--- src/rtl/compute_tile_pkg.sv ---
// Shared opcode encodings and signed clamp helpers for the compute tile.
// Latency: n/a (package, pure combinational helpers).
// Backpressure: n/a.
// Helpers work on a 64-bit signed scratch type. Callers sign-extend their operands
// into it, so every width passed in must be <= 63.
package compute_tile_pkg;

    localparam logic [3:0] OP_NOT    = 4'd0;
    localparam logic [3:0] OP_AND    = 4'd1;
    localparam logic [3:0] OP_OR     = 4'd2;
    localparam logic [3:0] OP_ADD    = 4'd3;
    localparam logic [3:0] OP_LTU    = 4'd4;
    localparam logic [3:0] OP_GTU    = 4'd5;
    localparam logic [3:0] OP_EQ     = 4'd6;
    localparam logic [3:0] OP_MUL    = 4'd7;
    localparam logic [3:0] OP_READ   = 4'd8;
    localparam logic [3:0] OP_LOADC  = 4'd9;
    localparam logic [3:0] OP_ADDS   = 4'd10;
    localparam logic [3:0] OP_SUBS   = 4'd11;
    localparam logic [3:0] OP_LTS    = 4'd12;
    localparam logic [3:0] OP_GTS    = 4'd13;
    localparam logic [3:0] OP_ACCCLR = 4'd14;
    localparam logic [3:0] OP_MAC    = 4'd15;

    localparam int CALC_W = 64;
    typedef logic signed [CALC_W-1:0] calc_t;

    // Largest positive value of a w-bit two's-complement number.
    function automatic calc_t smax(input int w);
        return (calc_t'(1) <<< (w - 1)) - calc_t'(1);
    endfunction

    // Most negative value of a w-bit two's-complement number.
    function automatic calc_t smin(input int w);
        return ~smax(w);
    endfunction

    function automatic logic over_range(input calc_t v, input int w);
        return (v > smax(w)) || (v < smin(w));
    endfunction

    function automatic calc_t clamp(input calc_t v, input int w);
        if (v > smax(w)) begin
            return smax(w);
        end
        if (v < smin(w)) begin
            return smin(w);
        end
        return v;
    endfunction

    function automatic calc_t sat_add(input calc_t a, input calc_t b, input int w);
        return clamp(a + b, w);
    endfunction

endpackage

--- src/rtl/compute_tile_pipe_if.sv ---
// Request/response handshake bundle of one compute tile.
// Latency: n/a (wires only).
// Backpressure: in_ready/out_ready carry the stall in each direction.
// Ports: in_* request beat (valid/ready, opcode, operands, cache select),
//        out_* result beat (valid/ready, data, saturation flag).
interface compute_tile_pipe_if #(
    parameter int WIDTH = 16
);
    logic             in_valid;
    logic             in_ready;
    logic [3:0]       in_opcode;
    logic [WIDTH-1:0] in_a;
    logic [WIDTH-1:0] in_b;
    logic             in_use_cache;
    logic             out_valid;
    logic             out_ready;
    logic [WIDTH-1:0] out_data;
    logic             out_sat;

    // Requester / result consumer side.
    modport master (
        output in_valid, in_opcode, in_a, in_b, in_use_cache, out_ready,
        input  in_ready, out_valid, out_data, out_sat
    );

    // Tile side.
    modport slave (
        input  in_valid, in_opcode, in_a, in_b, in_use_cache, out_ready,
        output in_ready, out_valid, out_data, out_sat
    );
endinterface

--- src/rtl/tile_mac_unit.sv ---
// Signed multiply plus saturating ACC_WIDTH accumulator for the MAC opcode.
// Latency: acc_next is combinational from acc_q/a/b; acc_q updates on the clock edge with en or clr.
// Backpressure: none; the owner only pulses en/clr on the beat's commit edge.
// Ports: clk, clear_n (async reset), en (accumulate), clr (zero, wins over en),
//        a/b signed operands, acc_next (clamped new value), acc_sat (clamp happened).
module tile_mac_unit
    import compute_tile_pkg::*;
#(
    parameter int WIDTH     = 16,
    parameter int ACC_WIDTH = 40
) (
    input  logic                 clk,
    input  logic                 clear_n,
    input  logic                 en,
    input  logic                 clr,
    input  logic [WIDTH-1:0]     a,
    input  logic [WIDTH-1:0]     b,
    output logic [ACC_WIDTH-1:0] acc_next,
    output logic                 acc_sat
);

    logic [ACC_WIDTH-1:0]     acc_q;
    logic [ACC_WIDTH-1:0]     acc_d;
    logic signed [2*WIDTH-1:0] prod;
    calc_t                    sum;

    always_comb begin
        prod     = signed'(a) * signed'(b);
        // The exact sum is formed in the wide scratch type so the clamp sees the true value.
        sum      = calc_t'(signed'(acc_q)) + calc_t'(prod);
        acc_sat  = over_range(sum, ACC_WIDTH);
        acc_next = ACC_WIDTH'(clamp(sum, ACC_WIDTH));
        acc_d    = acc_q;
        if (clr) begin
            acc_d = '0;
        end else if (en) begin
            acc_d = acc_next;
        end
    end

    always_ff @(posedge clk or negedge clear_n) begin
        if (!clear_n) begin
            acc_q <= '0;
        end else begin
            acc_q <= acc_d;
        end
    end

endmodule

--- src/rtl/compute_tile_pipe.sv ---
// Two-stage compute tile: S1 registers opcode/A/effective-B, S2 computes and registers the result.
// Latency: 2 cycles from the accept cycle to out_valid; 1 beat/cycle when out_ready stays high.
// Backpressure: the whole pipe advances only when the output slot is empty or being taken; in_ready = same term.
// Ports: clk, clear_n (async active-low reset), io (slave side of compute_tile_pipe_if).
module compute_tile_pipe
    import compute_tile_pkg::*;
#(
    parameter int WIDTH     = 16,
    parameter int ACC_WIDTH = 40
) (
    input  logic                clk,
    input  logic                clear_n,
    compute_tile_pipe_if.slave  io
);

    // S1 stage
    logic             s1_valid_q, s1_valid_d;
    logic [3:0]       s1_op_q, s1_op_d;
    logic [WIDTH-1:0] s1_a_q, s1_a_d;
    logic [WIDTH-1:0] s1_b_q, s1_b_d;
    // S2 stage / output slot
    logic             out_valid_q, out_valid_d;
    logic [WIDTH-1:0] out_data_q, out_data_d;
    logic             out_sat_q, out_sat_d;
    // Architectural state
    logic [WIDTH-1:0] result_reg_q, result_reg_d;
    logic [WIDTH-1:0] cache_q, cache_d;

    logic             advance;
    logic             commit;
    logic             mac_en;
    logic             mac_clr;
    logic [ACC_WIDTH-1:0] acc_next;
    logic             acc_sat;

    logic [WIDTH-1:0]   alu_res;
    logic               alu_sat;
    logic [2*WIDTH-1:0] prod_u;
    logic [WIDTH:0]     add_u;
    calc_t              sa;
    calc_t              sb;
    calc_t              sacc;
    calc_t              adds_sum;
    calc_t              subs_diff;

    tile_mac_unit #(
        .WIDTH     (WIDTH),
        .ACC_WIDTH (ACC_WIDTH)
    ) u_mac (
        .clk      (clk),
        .clear_n  (clear_n),
        .en       (mac_en),
        .clr      (mac_clr),
        .a        (s1_a_q),
        .b        (s1_b_q),
        .acc_next (acc_next),
        .acc_sat  (acc_sat)
    );

    // S2 datapath: operates on the S1 registers.
    always_comb begin
        alu_res   = '0;
        alu_sat   = 1'b0;
        sa        = calc_t'(signed'(s1_a_q));
        sb        = calc_t'(signed'(s1_b_q));
        sacc      = calc_t'(signed'(acc_next));
        prod_u    = (2*WIDTH)'(s1_a_q) * (2*WIDTH)'(s1_b_q);
        add_u     = (WIDTH+1)'(s1_a_q) + (WIDTH+1)'(s1_b_q);
        adds_sum  = sa + sb;
        subs_diff = sa - sb;
        case (s1_op_q)
            OP_NOT:    alu_res = ~s1_a_q;
            OP_AND:    alu_res = s1_a_q & s1_b_q;
            OP_OR:     alu_res = s1_a_q | s1_b_q;
            OP_ADD: begin
                alu_res = add_u[WIDTH-1:0];
                alu_sat = add_u[WIDTH];
            end
            OP_LTU:    alu_res = WIDTH'(s1_a_q < s1_b_q);
            OP_GTU:    alu_res = WIDTH'(s1_a_q > s1_b_q);
            OP_EQ:     alu_res = WIDTH'(s1_a_q == s1_b_q);
            OP_MUL: begin
                alu_res = prod_u[WIDTH-1:0];
                alu_sat = |prod_u[2*WIDTH-1:WIDTH];
            end
            OP_READ:   alu_res = result_reg_q;
            OP_LOADC:  alu_res = s1_a_q;
            OP_ADDS: begin
                alu_res = WIDTH'(sat_add(sa, sb, WIDTH));
                alu_sat = over_range(adds_sum, WIDTH);
            end
            OP_SUBS: begin
                alu_res = WIDTH'(sat_add(sa, -sb, WIDTH));
                alu_sat = over_range(subs_diff, WIDTH);
            end
            OP_LTS:    alu_res = WIDTH'(sa < sb);
            OP_GTS:    alu_res = WIDTH'(sa > sb);
            OP_ACCCLR: alu_res = '0;
            OP_MAC: begin
                // Output is the new accumulator narrowed to WIDTH; either clamp flags the beat.
                alu_res = WIDTH'(clamp(sacc, WIDTH));
                alu_sat = acc_sat | over_range(sacc, WIDTH);
            end
            default: ;
        endcase
    end

    // Pipeline control, cache and result register.
    always_comb begin
        advance      = !out_valid_q || io.out_ready;
        // A beat commits (updates acc/cache/result_reg) exactly once: on the edge it moves S1 -> S2.
        commit       = advance && s1_valid_q;
        mac_en       = commit && (s1_op_q == OP_MAC);
        mac_clr      = commit && (s1_op_q == OP_ACCCLR);

        s1_valid_d   = s1_valid_q;
        s1_op_d      = s1_op_q;
        s1_a_d       = s1_a_q;
        s1_b_d       = s1_b_q;
        out_valid_d  = out_valid_q;
        out_data_d   = out_data_q;
        out_sat_d    = out_sat_q;
        result_reg_d = result_reg_q;
        cache_d      = cache_q;

        if (advance) begin
            s1_valid_d = io.in_valid;
            if (io.in_valid) begin
                s1_op_d = io.in_opcode;
                s1_a_d  = io.in_a;
                // Reads the registered cache, so a LOADC committing on this same edge is not seen.
                s1_b_d  = io.in_use_cache ? cache_q : io.in_b;
            end
            out_valid_d = s1_valid_q;
            if (s1_valid_q) begin
                out_data_d = alu_res;
                out_sat_d  = alu_sat;
                if (s1_op_q != OP_READ) begin
                    result_reg_d = alu_res;
                end
                if (s1_op_q == OP_LOADC) begin
                    cache_d = s1_a_q;
                end
            end
        end
    end

    always_ff @(posedge clk or negedge clear_n) begin
        if (!clear_n) begin
            s1_valid_q   <= 1'b0;
            s1_op_q      <= '0;
            s1_a_q       <= '0;
            s1_b_q       <= '0;
            out_valid_q  <= 1'b0;
            out_data_q   <= '0;
            out_sat_q    <= 1'b0;
            result_reg_q <= '0;
            cache_q      <= '0;
        end else begin
            s1_valid_q   <= s1_valid_d;
            s1_op_q      <= s1_op_d;
            s1_a_q       <= s1_a_d;
            s1_b_q       <= s1_b_d;
            out_valid_q  <= out_valid_d;
            out_data_q   <= out_data_d;
            out_sat_q    <= out_sat_d;
            result_reg_q <= result_reg_d;
            cache_q      <= cache_d;
        end
    end

    assign io.in_ready  = advance;
    assign io.out_valid = out_valid_q;
    assign io.out_data  = out_data_q;
    assign io.out_sat   = out_sat_q;

endmodule

--- src/flat_wrapper.sv ---
// flat-port wrapper written by rule: the top's interface ports become plain ports
module compute_tile_pipe_flat import compute_tile_pkg::*;
#(
    parameter int WIDTH     = 16,
    parameter int ACC_WIDTH = 40
)
  (clk, clear_n, io_in_valid, io_in_opcode, io_in_a, io_in_b, io_in_use_cache, io_out_ready, io_in_ready, io_out_valid, io_out_data, io_out_sat);
  compute_tile_pipe_if #(.WIDTH(WIDTH)) io_i ();
  input  logic clk;
  input  logic clear_n;
  input wire logic [$bits(io_i.in_valid)-1:0] io_in_valid;
  input wire logic [$bits(io_i.in_opcode)-1:0] io_in_opcode;
  input wire logic [$bits(io_i.in_a)-1:0] io_in_a;
  input wire logic [$bits(io_i.in_b)-1:0] io_in_b;
  input wire logic [$bits(io_i.in_use_cache)-1:0] io_in_use_cache;
  input wire logic [$bits(io_i.out_ready)-1:0] io_out_ready;
  output wire logic [$bits(io_i.in_ready)-1:0] io_in_ready;
  output wire logic [$bits(io_i.out_valid)-1:0] io_out_valid;
  output wire logic [$bits(io_i.out_data)-1:0] io_out_data;
  output wire logic [$bits(io_i.out_sat)-1:0] io_out_sat;
  assign io_i.in_valid = io_in_valid;
  assign io_i.in_opcode = io_in_opcode;
  assign io_i.in_a = io_in_a;
  assign io_i.in_b = io_in_b;
  assign io_i.in_use_cache = io_in_use_cache;
  assign io_i.out_ready = io_out_ready;
  assign io_in_ready = io_i.in_ready;
  assign io_out_valid = io_i.out_valid;
  assign io_out_data = io_i.out_data;
  assign io_out_sat = io_i.out_sat;
  compute_tile_pipe #(.WIDTH(WIDTH), .ACC_WIDTH(ACC_WIDTH)) u_core (.clk(clk), .clear_n(clear_n), .io(io_i));
endmodule
--- config.mk ---
export PLATFORM = sky130hd
export DESIGN_NAME = compute_tile_pipe_flat
export DESIGN_NICKNAME = d
export VERILOG_FILES = /design/src/rtl/compute_tile_pkg.sv /design/src/rtl/compute_tile_pipe_if.sv /design/src/rtl/tile_mac_unit.sv /design/src/rtl/compute_tile_pipe.sv /design/src/flat_wrapper.sv
export SDC_FILE = /design/constraint.sdc
export NUM_CORES = 2
export LEC_CHECK = 0
export CAP_MARGIN = 40
export CORE_UTILIZATION = 59
export CTS_CLUSTER_SIZE = 8
export DETAILED_ROUTE_END_ITERATION = 8
export GPL_TIMING_DRIVEN = 0
export PLACE_DENSITY = 0.79
export SLEW_MARGIN = 10
export SYNTH_ARGS = -nofsm -noshare
export SYNTH_HDL_FRONTEND = slang
export SYNTH_SLANG_ARGS = --single-unit
--- constraint.sdc ---
create_clock -name clk -period 9.07 [get_ports clk]
set_clock_uncertainty 0.15 [all_clocks]
set_input_delay 1.814 -clock clk [delete_from_list [all_inputs] [get_ports clk]]
set_output_delay 1.814 -clock clk [all_outputs]
set_load 0.05 [all_outputs]
**Yosys cells after proc, flatten, opt, wreduce, memory -nomap -nowiden**

Cells that the tools add are included.

- Add/subtract/negate cells: 6
- Multipliers: 2
- Divide/modulo/power cells: 0
- Order comparisons: 14
- Eq/ne operators: 17
- Shift-type cells: 0
- Muxes and demuxes: 39
- Bitwise gates (word level): 4
- Reduce and logical (&&, ||, !) cells: 16

Operators by type and width:

| cell | number |
|---|---|
| 16-bit case mux with 16 select lines | 1 |
| 40-bit 2-to-1 mux | 6 |
| 16-bit 2-to-1 mux | 13 |
| 64-bit by 16-bit > comparator with 1-bit output (second input constant) | 2 |
| 64-bit by 16-bit less-than comparator with 1-bit output (second input constant) | 2 |
| 16-bit by 64-bit adder with 64-bit output | 1 |
| 16-bit by 16-bit multiplier with 32-bit output | 2 |
| 16-bit negator with 64-bit output | 1 |
| 40-bit by 32-bit adder with 41-bit output | 1 |
| 41-bit by 40-bit > comparator with 1-bit output (second input constant) | 1 |
| 41-bit by 40-bit less-than comparator with 1-bit output (second input constant) | 1 |
| 40-bit by 16-bit > comparator with 1-bit output (second input constant) | 1 |
| 40-bit by 16-bit less-than comparator with 1-bit output (second input constant) | 1 |
| 16-bit by 16-bit adder with 17-bit output | 2 |
| 4-bit == test (second input constant) | 8 |
| 16-bit > comparator | 2 |
| 16-bit less-than comparator | 2 |
| 1-bit 2-to-1 mux | 18 |
| 17-bit by 16-bit > comparator with 1-bit output (second input constant) | 1 |
| 17-bit by 16-bit less-than comparator with 1-bit output (second input constant) | 1 |
| 16-bit by 16-bit subtractor with 17-bit output | 1 |
| 16-bit AND | 1 |
| 16-bit == test | 1 |
| 4-bit by 3-bit == test with 1-bit output (second input constant) | 4 |
| other kinds (15) | 24 |

- Flip-flop bits (word level): 127
- Latch bits: 0
- Memory bits (writable): 0
- ROM bits: 0
- Input bits: 41
- Output and inout port bits: 19
- Word-level logic and storage cells: 108
- Memories: 0

**Depth between registers and ports, before layout**

- Depth after elaboration: 15
- Mapped depth: 31
- Gate-level depth less buffers: 27

**Modules after synthesis**

Synthesis repeated with hierarchy kept, for this count alone.

- Cell total of the unflattened synthesis: 3519
- Area, all modules: 30714.5 um2

Modules (own cells, without submodules):

| module | instances | cells an instance | area an instance (um2) | seq. area each (um2) |
|---|---|---|---|---|
| compute_tile_pipe | 1 | 1874 | 15900.2 | 2177.1 |
| tile_mac_unit | 1 | 1645 | 14814.2 | 1001.0 |

**Least setup slack after synthesis**

Ideal clock, no wire load.

- Path kind: reg2reg
- From: register u_core.s1_a_q[15]
- To: register u_core.out_sat_q, in the netlist u_core.io.out_sat
- Setup time: 0.138 ns
- Data arrival time: 8.743 ns
- Data required time: 8.782 ns
- Slack: 0.038 ns
- Stages on the path, launching flop included: 27
- Path buffers: 1
- Period minus slack after synthesis: 9.032 ns
- Cells stage by stage: dfrtp_1 -> clkinv_1 -> nor2_1 -> inv_1 -> fa_1 -> inv_1 -> fa_1 -> inv_1 -> fa_1 -> fa_1 -> inv_1 -> fa_1 -> inv_1 -> fa_1 -> inv_1 -> ha_1 -> buf_6 -> and3_4 -> and2_4 -> a221o_1 -> or4_1 -> o211ai_2 -> nand4_1 -> or4_1 -> o32a_1 -> a21oi_1 -> a31oi_1

- Longest elaborated chain between the ends: 11
- Elaborated cells on any way between the ends: 27
- Those cells by class: 4 x add/sub; 2 x mul; 8 x order compare; 7 x mux; 1 x bitwise; 5 x reduce/logical

Ends and longest elaborated chain:

| item | line | text |
|---|---|---|
| start, declared | compute_tile_pipe.sv:19 | `logic [WIDTH-1:0] s1_a_q, s1_a_d;` |
| start signal, assigned | compute_tile_pipe.sv:152 | `s1_a_q <= '0;` |
| start signal, assigned | compute_tile_pipe.sv:162 | `s1_a_q <= s1_a_d;` |
| 16-bit by 16-bit multiplier with 32-bit output | tile_mac_unit.sv:28 | `prod = signed'(a) * signed'(b);` |
| 40-bit by 32-bit adder with 41-bit output | tile_mac_unit.sv:30 | `sum = calc_t'(signed'(acc_q)) + calc_t'(prod);` |
| 41-bit by 40-bit less-than comparator with 1-bit output | compute_tile_pkg.sv:39, compute_tile_pkg.sv:46 |  |
| 1-bit 2-to-1 mux (2 in a row) | compute_tile_pkg.sv:46 | `if (v < smin(w)) begin` |
| 40-bit 2-to-1 mux | compute_tile_pkg.sv:49 | `return v;` |
| 40-bit 2-to-1 mux | compute_tile_pkg.sv:46 |  |
| 40-bit by 16-bit > comparator with 1-bit output or 40-bit by 16-bit less-than comparator with 1-bit output (tied branches) | compute_tile_pkg.sv:39 | `return (v > smax(w)) \|\| (v < smin(w));` |
| 1-bit logical OR | compute_tile_pkg.sv:39 |  |
| 1-bit OR | compute_tile_pipe.sv:102 | `alu_sat = acc_sat \| over_range(sacc, WIDTH);` |
| 1-bit case mux with 5 select lines * | compute_tile_pipe.sv:71 | `case (s1_op_q)` |
| end signal, assigned | compute_tile_pipe.sv:166 | `out_sat_q <= out_sat_d;` |
| end, declared | compute_tile_pipe.sv:24 | `logic out_sat_q, out_sat_d;` |

Mark *: on every way between the ends. The rest lies on a longest branch, timed or not. The select of a mux whose other input is x is not followed.
A chain may end at the register's enable or synchronous reset.

**Worst setup path after layout**

- From: register u_core.s1_b_q[15]
- To: register u_core.out_data_q[1], in the netlist u_core.io.out_data[1]

- Longest elaborated chain between the ends: 14
- Elaborated cells on any way between the ends: 44
- Those cells by class: 4 x add/sub; 1 x mul; 8 x order compare; 31 x mux

Ends and longest elaborated chain:

| item | line | text |
|---|---|---|
| start, declared | compute_tile_pipe.sv:20 | `logic [WIDTH-1:0] s1_b_q, s1_b_d;` |
| start signal, assigned | compute_tile_pipe.sv:153 | `s1_b_q <= '0;` |
| start signal, assigned | compute_tile_pipe.sv:163 | `s1_b_q <= s1_b_d;` |
| 16-bit by 16-bit multiplier with 32-bit output | tile_mac_unit.sv:28 |  |
| 40-bit by 32-bit adder with 41-bit output | tile_mac_unit.sv:30 |  |
| 41-bit by 40-bit less-than comparator with 1-bit output | compute_tile_pkg.sv:46 |  |
| 1-bit 2-to-1 mux (2 in a row) | compute_tile_pkg.sv:46 |  |
| 40-bit 2-to-1 mux | compute_tile_pkg.sv:49 |  |
| 40-bit 2-to-1 mux | compute_tile_pkg.sv:46 |  |
| 40-bit by 16-bit less-than comparator with 1-bit output | compute_tile_pkg.sv:46 |  |
| 1-bit 2-to-1 mux (2 in a row) | compute_tile_pkg.sv:46 |  |
| 1-bit 2-to-1 mux | compute_tile_pipe.sv:71 |  |
| 16-bit 2-to-1 mux | compute_tile_pkg.sv:49 |  |
| 16-bit 2-to-1 mux | compute_tile_pkg.sv:46 |  |
| 16-bit case mux with 16 select lines * | compute_tile_pipe.sv:71 |  |
| end signal, assigned | compute_tile_pipe.sv:165 | `out_data_q <= out_data_d;` |
| end, declared | compute_tile_pipe.sv:23 | `logic [WIDTH-1:0] out_data_q, out_data_d;` |

Marks and branches as above.

==> results.txt <==
* Pre-CTS worst setup slack: -1.35 ns
* Final critical path time including I/O delays and setup: 8.89 ns
- Final period util: 0.981
* Number of register bits inferred by synthesis: 127
- Share of post-route cells with drive strength above 1: 0.0717
- Net total in the final layout: 3895
* Endpoint type of the worst setup path: register
* Pre-antenna DRT Iters: 6
* First-pass GRT wire length: 145000 um
- HPWL reported at the end of detailed placement: 77200 um
- Die outline width: 214 um
- Setup Viol. Count Final: 0
* Vias: 23.1k
* Number of enable-type register cells in the synthesized netlist: 0
* Overall overflow remaining after global route: 0
- Measured slew at the worst slew-check pin: 0.979 ns
* Critical path arrival: 9.13 ns
- Core Rows: 77
- In this run the mean area of a mapped cell was 8.74 sq um.
- Skew-Pair Late Insertion Delay: 0.47 ns
- In this run the deepest clock path goes through 2 buffers.
- The initial antenna violation count was 2.
- Unrepaired setup endpoints after global routing: true
- Count of buffer and inverter cells on the critical path: 9
* Crit path max-delay cell type: fa_1
* Achievable frequency: 0.112 GHz
* Area of the mapped netlist: 26500 sq um
- Die area: 45800 sq um
* Routability congestion estimate from global placement: 1.09
- The layout has 3674 filler cells.
- Yosys printed 0 warnings.
- TritonCTS built the clock tree.
* Outcome: finished, final reports clean
- Hold_ws: 0.333 ns
- The number of global-route vias before repair is 24.2k.
* Startpoint kind of the worst setup timing path: register
- The number of failing hold endpoints at the final stage is 0.
- TritonCTS created 17 clock buffers.
- Top-level I/O count: 60
- The initial utilization of the core area, before any placement, comes to 0.599.
- Height of the die: 214 um
* Cell count after synthesis: 3030
* Delay contributed by the slowest stage of the critical path: 0.63 ns
- Most common library cell in the layout ignoring fill and taps: inv_1
* Least setup slack across all paths after layout: 0.175 ns
- Fraction of the yosys area taken by sequential cells: 0.120
- CTS built an H-tree with a depth of 4.
* Final core utilization: 0.658
- Crit-path most repeated cell: fa_1
- Sinks on the clock net: 127
* Unique cell type count in the Yosys netlist: 89
- From synthesis to final layout, the design area changed by 9.90%.
- DRC Markers: 0
- The tree is rooted in a clkbuf_16.
* Class of the tightest hold or removal check: register to register
* Ys async rst share: 1.00
- In the final routed layout, each cell accounts on average for 24.7 um.
- Number of max-cap violations: 0
* Worst relative slew slack: 0.348
* Type of the setup path with the least slack: register to register
* Average via count per standard cell: 6.14
* Total track usage: 0.423
* CP delay by family, top: adder cells
* Post-CTS clock slew at the launch and capture registers of the worst setup and hold paths: 0.06 ns
- Setup TNS: 0 ns
* Area of the core: 44200 sq um
- Detailed Route Iter0 Violations: 2467
* Required time at the endpoint of the critical path: 9.30 ns
- Number of antenna cells inserted: 0
- In the layout the commonest cells are 621 x inv_1, 450 x fa_1, 350 x nand2_1, 246 x ha_1, 203 x nor2_1.
* Top flip-flop cell by instance count after synthesis: dfrtp_1
- Entering global routing, the biggest net connects 68 pins.
- Count of port buffers added during placement: 58
- Syn Nets: 3773
- Of all nets on the critical path, the largest fanout is 10.
* Wirelength, routed: 92700 um
* Remaining number of nets flagged by the antenna check after routing: 0
- Max Slew Vio Count: 0
==> metal layers <==
layer  GRT usage  vias up  routed length, um
met5           0        -                 13
met4       0.204        2               4960
met3       0.116      273              10600
met2       0.636     1347              40700
met1       0.568    11500              36400
li1            -     9988                  -
==> state kept, by name, indices dropped and copies added (netlist names) <==
| name | count |
|---|---|
| u_core.cache_q | 16 |
| u_core.io.out_data | 16 |
| u_core.io.out_sat | 1 |
| u_core.io.out_valid | 1 |
| u_core.result_reg_q | 16 |
| u_core.s1_a_q | 16 |
| u_core.s1_b_q | 16 |
| u_core.s1_op_q | 4 |
| u_core.s1_valid_q | 1 |
| u_core.u_mac.acc_q | 40 |
==> repair_timing <==
| item | in CTS | in global routing |
|---|---|---|
| endpoints found under the setup margin | 72 | 68 |
| cloned | 0 | 0 |
| gates resized for setup | 45 | 47 |
| hold buffers | 0 | 0 |
| pin swaps | 4 | 10 |
| setup buffers | 9 | 25 |
==> per-stage QoR <==
stage / cells / instance area [sq um]
2_1_floorplan: 3030 / 26500
3_3_place_gp: 3680 / 27800
3_5_place_dp: 3696 / 28000
4_1_cts: 3733 / 28800
5_1_grt: 3757 / 29100
6_report: 3757 / 29100
==> area by class of cell <==
type,count,area (sq um),area share
multi-input combinational,2146,20600,0.707
clock inverter,11,90.1,0.00309
timing repair buffer,109,1100,0.0379
tap,592,741,0.0254
clock buffer,21,470,0.0162
buffer,113,509,0.0175
inverter,638,2420,0.0832
sequential,127,3180,0.109
==> path summary, 6_finish.rpt <==
| kind | slack, ns | start | depth (start not counted) | endpoint |
|---|---|---|---|---|
| max | 0.18 | u_core.s1_b_q[15] | 28 | u_core.io.out_data[1] |
| min | 0.33 | u_core.u_mac.acc_q[15] | 2 | u_core.u_mac.acc_q[15] |
| max reg2reg | 0.18 | u_core.s1_b_q[15] | 28 | u_core.io.out_data[1] |
| min reg2reg | 0.33 | u_core.u_mac.acc_q[15] | 2 | u_core.u_mac.acc_q[15] |
| max in group asynchronous | 6.80 | clear_n | 2 | u_core.u_mac.acc_q[34] |
| min in group asynchronous | 1.17 | clear_n | 1 | u_core.s1_b_q[15] |
==> worst register-to-register path: cells and delay by family (launching register included) <==
kind                     cells  cell delay, ns
XOR/XNOR                     1            0.26
AO/OA/AOI/OAI                8            1.80
AND/OR/NAND/NOR              3            0.64
buffers and inverters        9            1.80
adder cells (fa/ha/maj)      7            3.63
flip-flops                   1            0.52
==> Yosys cell counts (all sizes together) (8+ instances only) <==
cell type  number  area (sq um)
a211oi         27           208
a21o           32           240
a21oi         121           609
a221oi         18           158
a22o           22           193
a22oi          17           128
a31oi          14          87.6
and2           11          71.3
buf            27           145
clkbuf         92           345
clkinv         11          41.3
dfrtp         127          3180
fa            456          9130
ha            246          3080
inv           627          2350
mux2           22           248
mux2i          19           190
nand2         351          1320
nand2b         20           125
nand3          48           240
nand4          30           188
nor2          207           780
nor2b          20           125
nor3           32           160
nor4           17           106
o211ai         25           193
o21a           13          97.6
o21ai         155           780
o21bai         10          75.1
o31a            8          71.3
o31ai           9          72.6
or3            11          68.8
xnor2          47           412
xor2           27           236
==> logic make-up after synthesis <==
| group | synth area share |
|---|---|
| simple gates | 0.131 |
| buf+inv | 0.109 |
| fa+ha+maj | 0.461 |
| compound gates | 0.138 |
| flops | 0.120 |
| xor+xnor | 0.0253 |
| mux | 0.0165 |
Power is not shown: default switching activity piles up to over one toggle a cycle in this logic, so the estimate is an artifact.
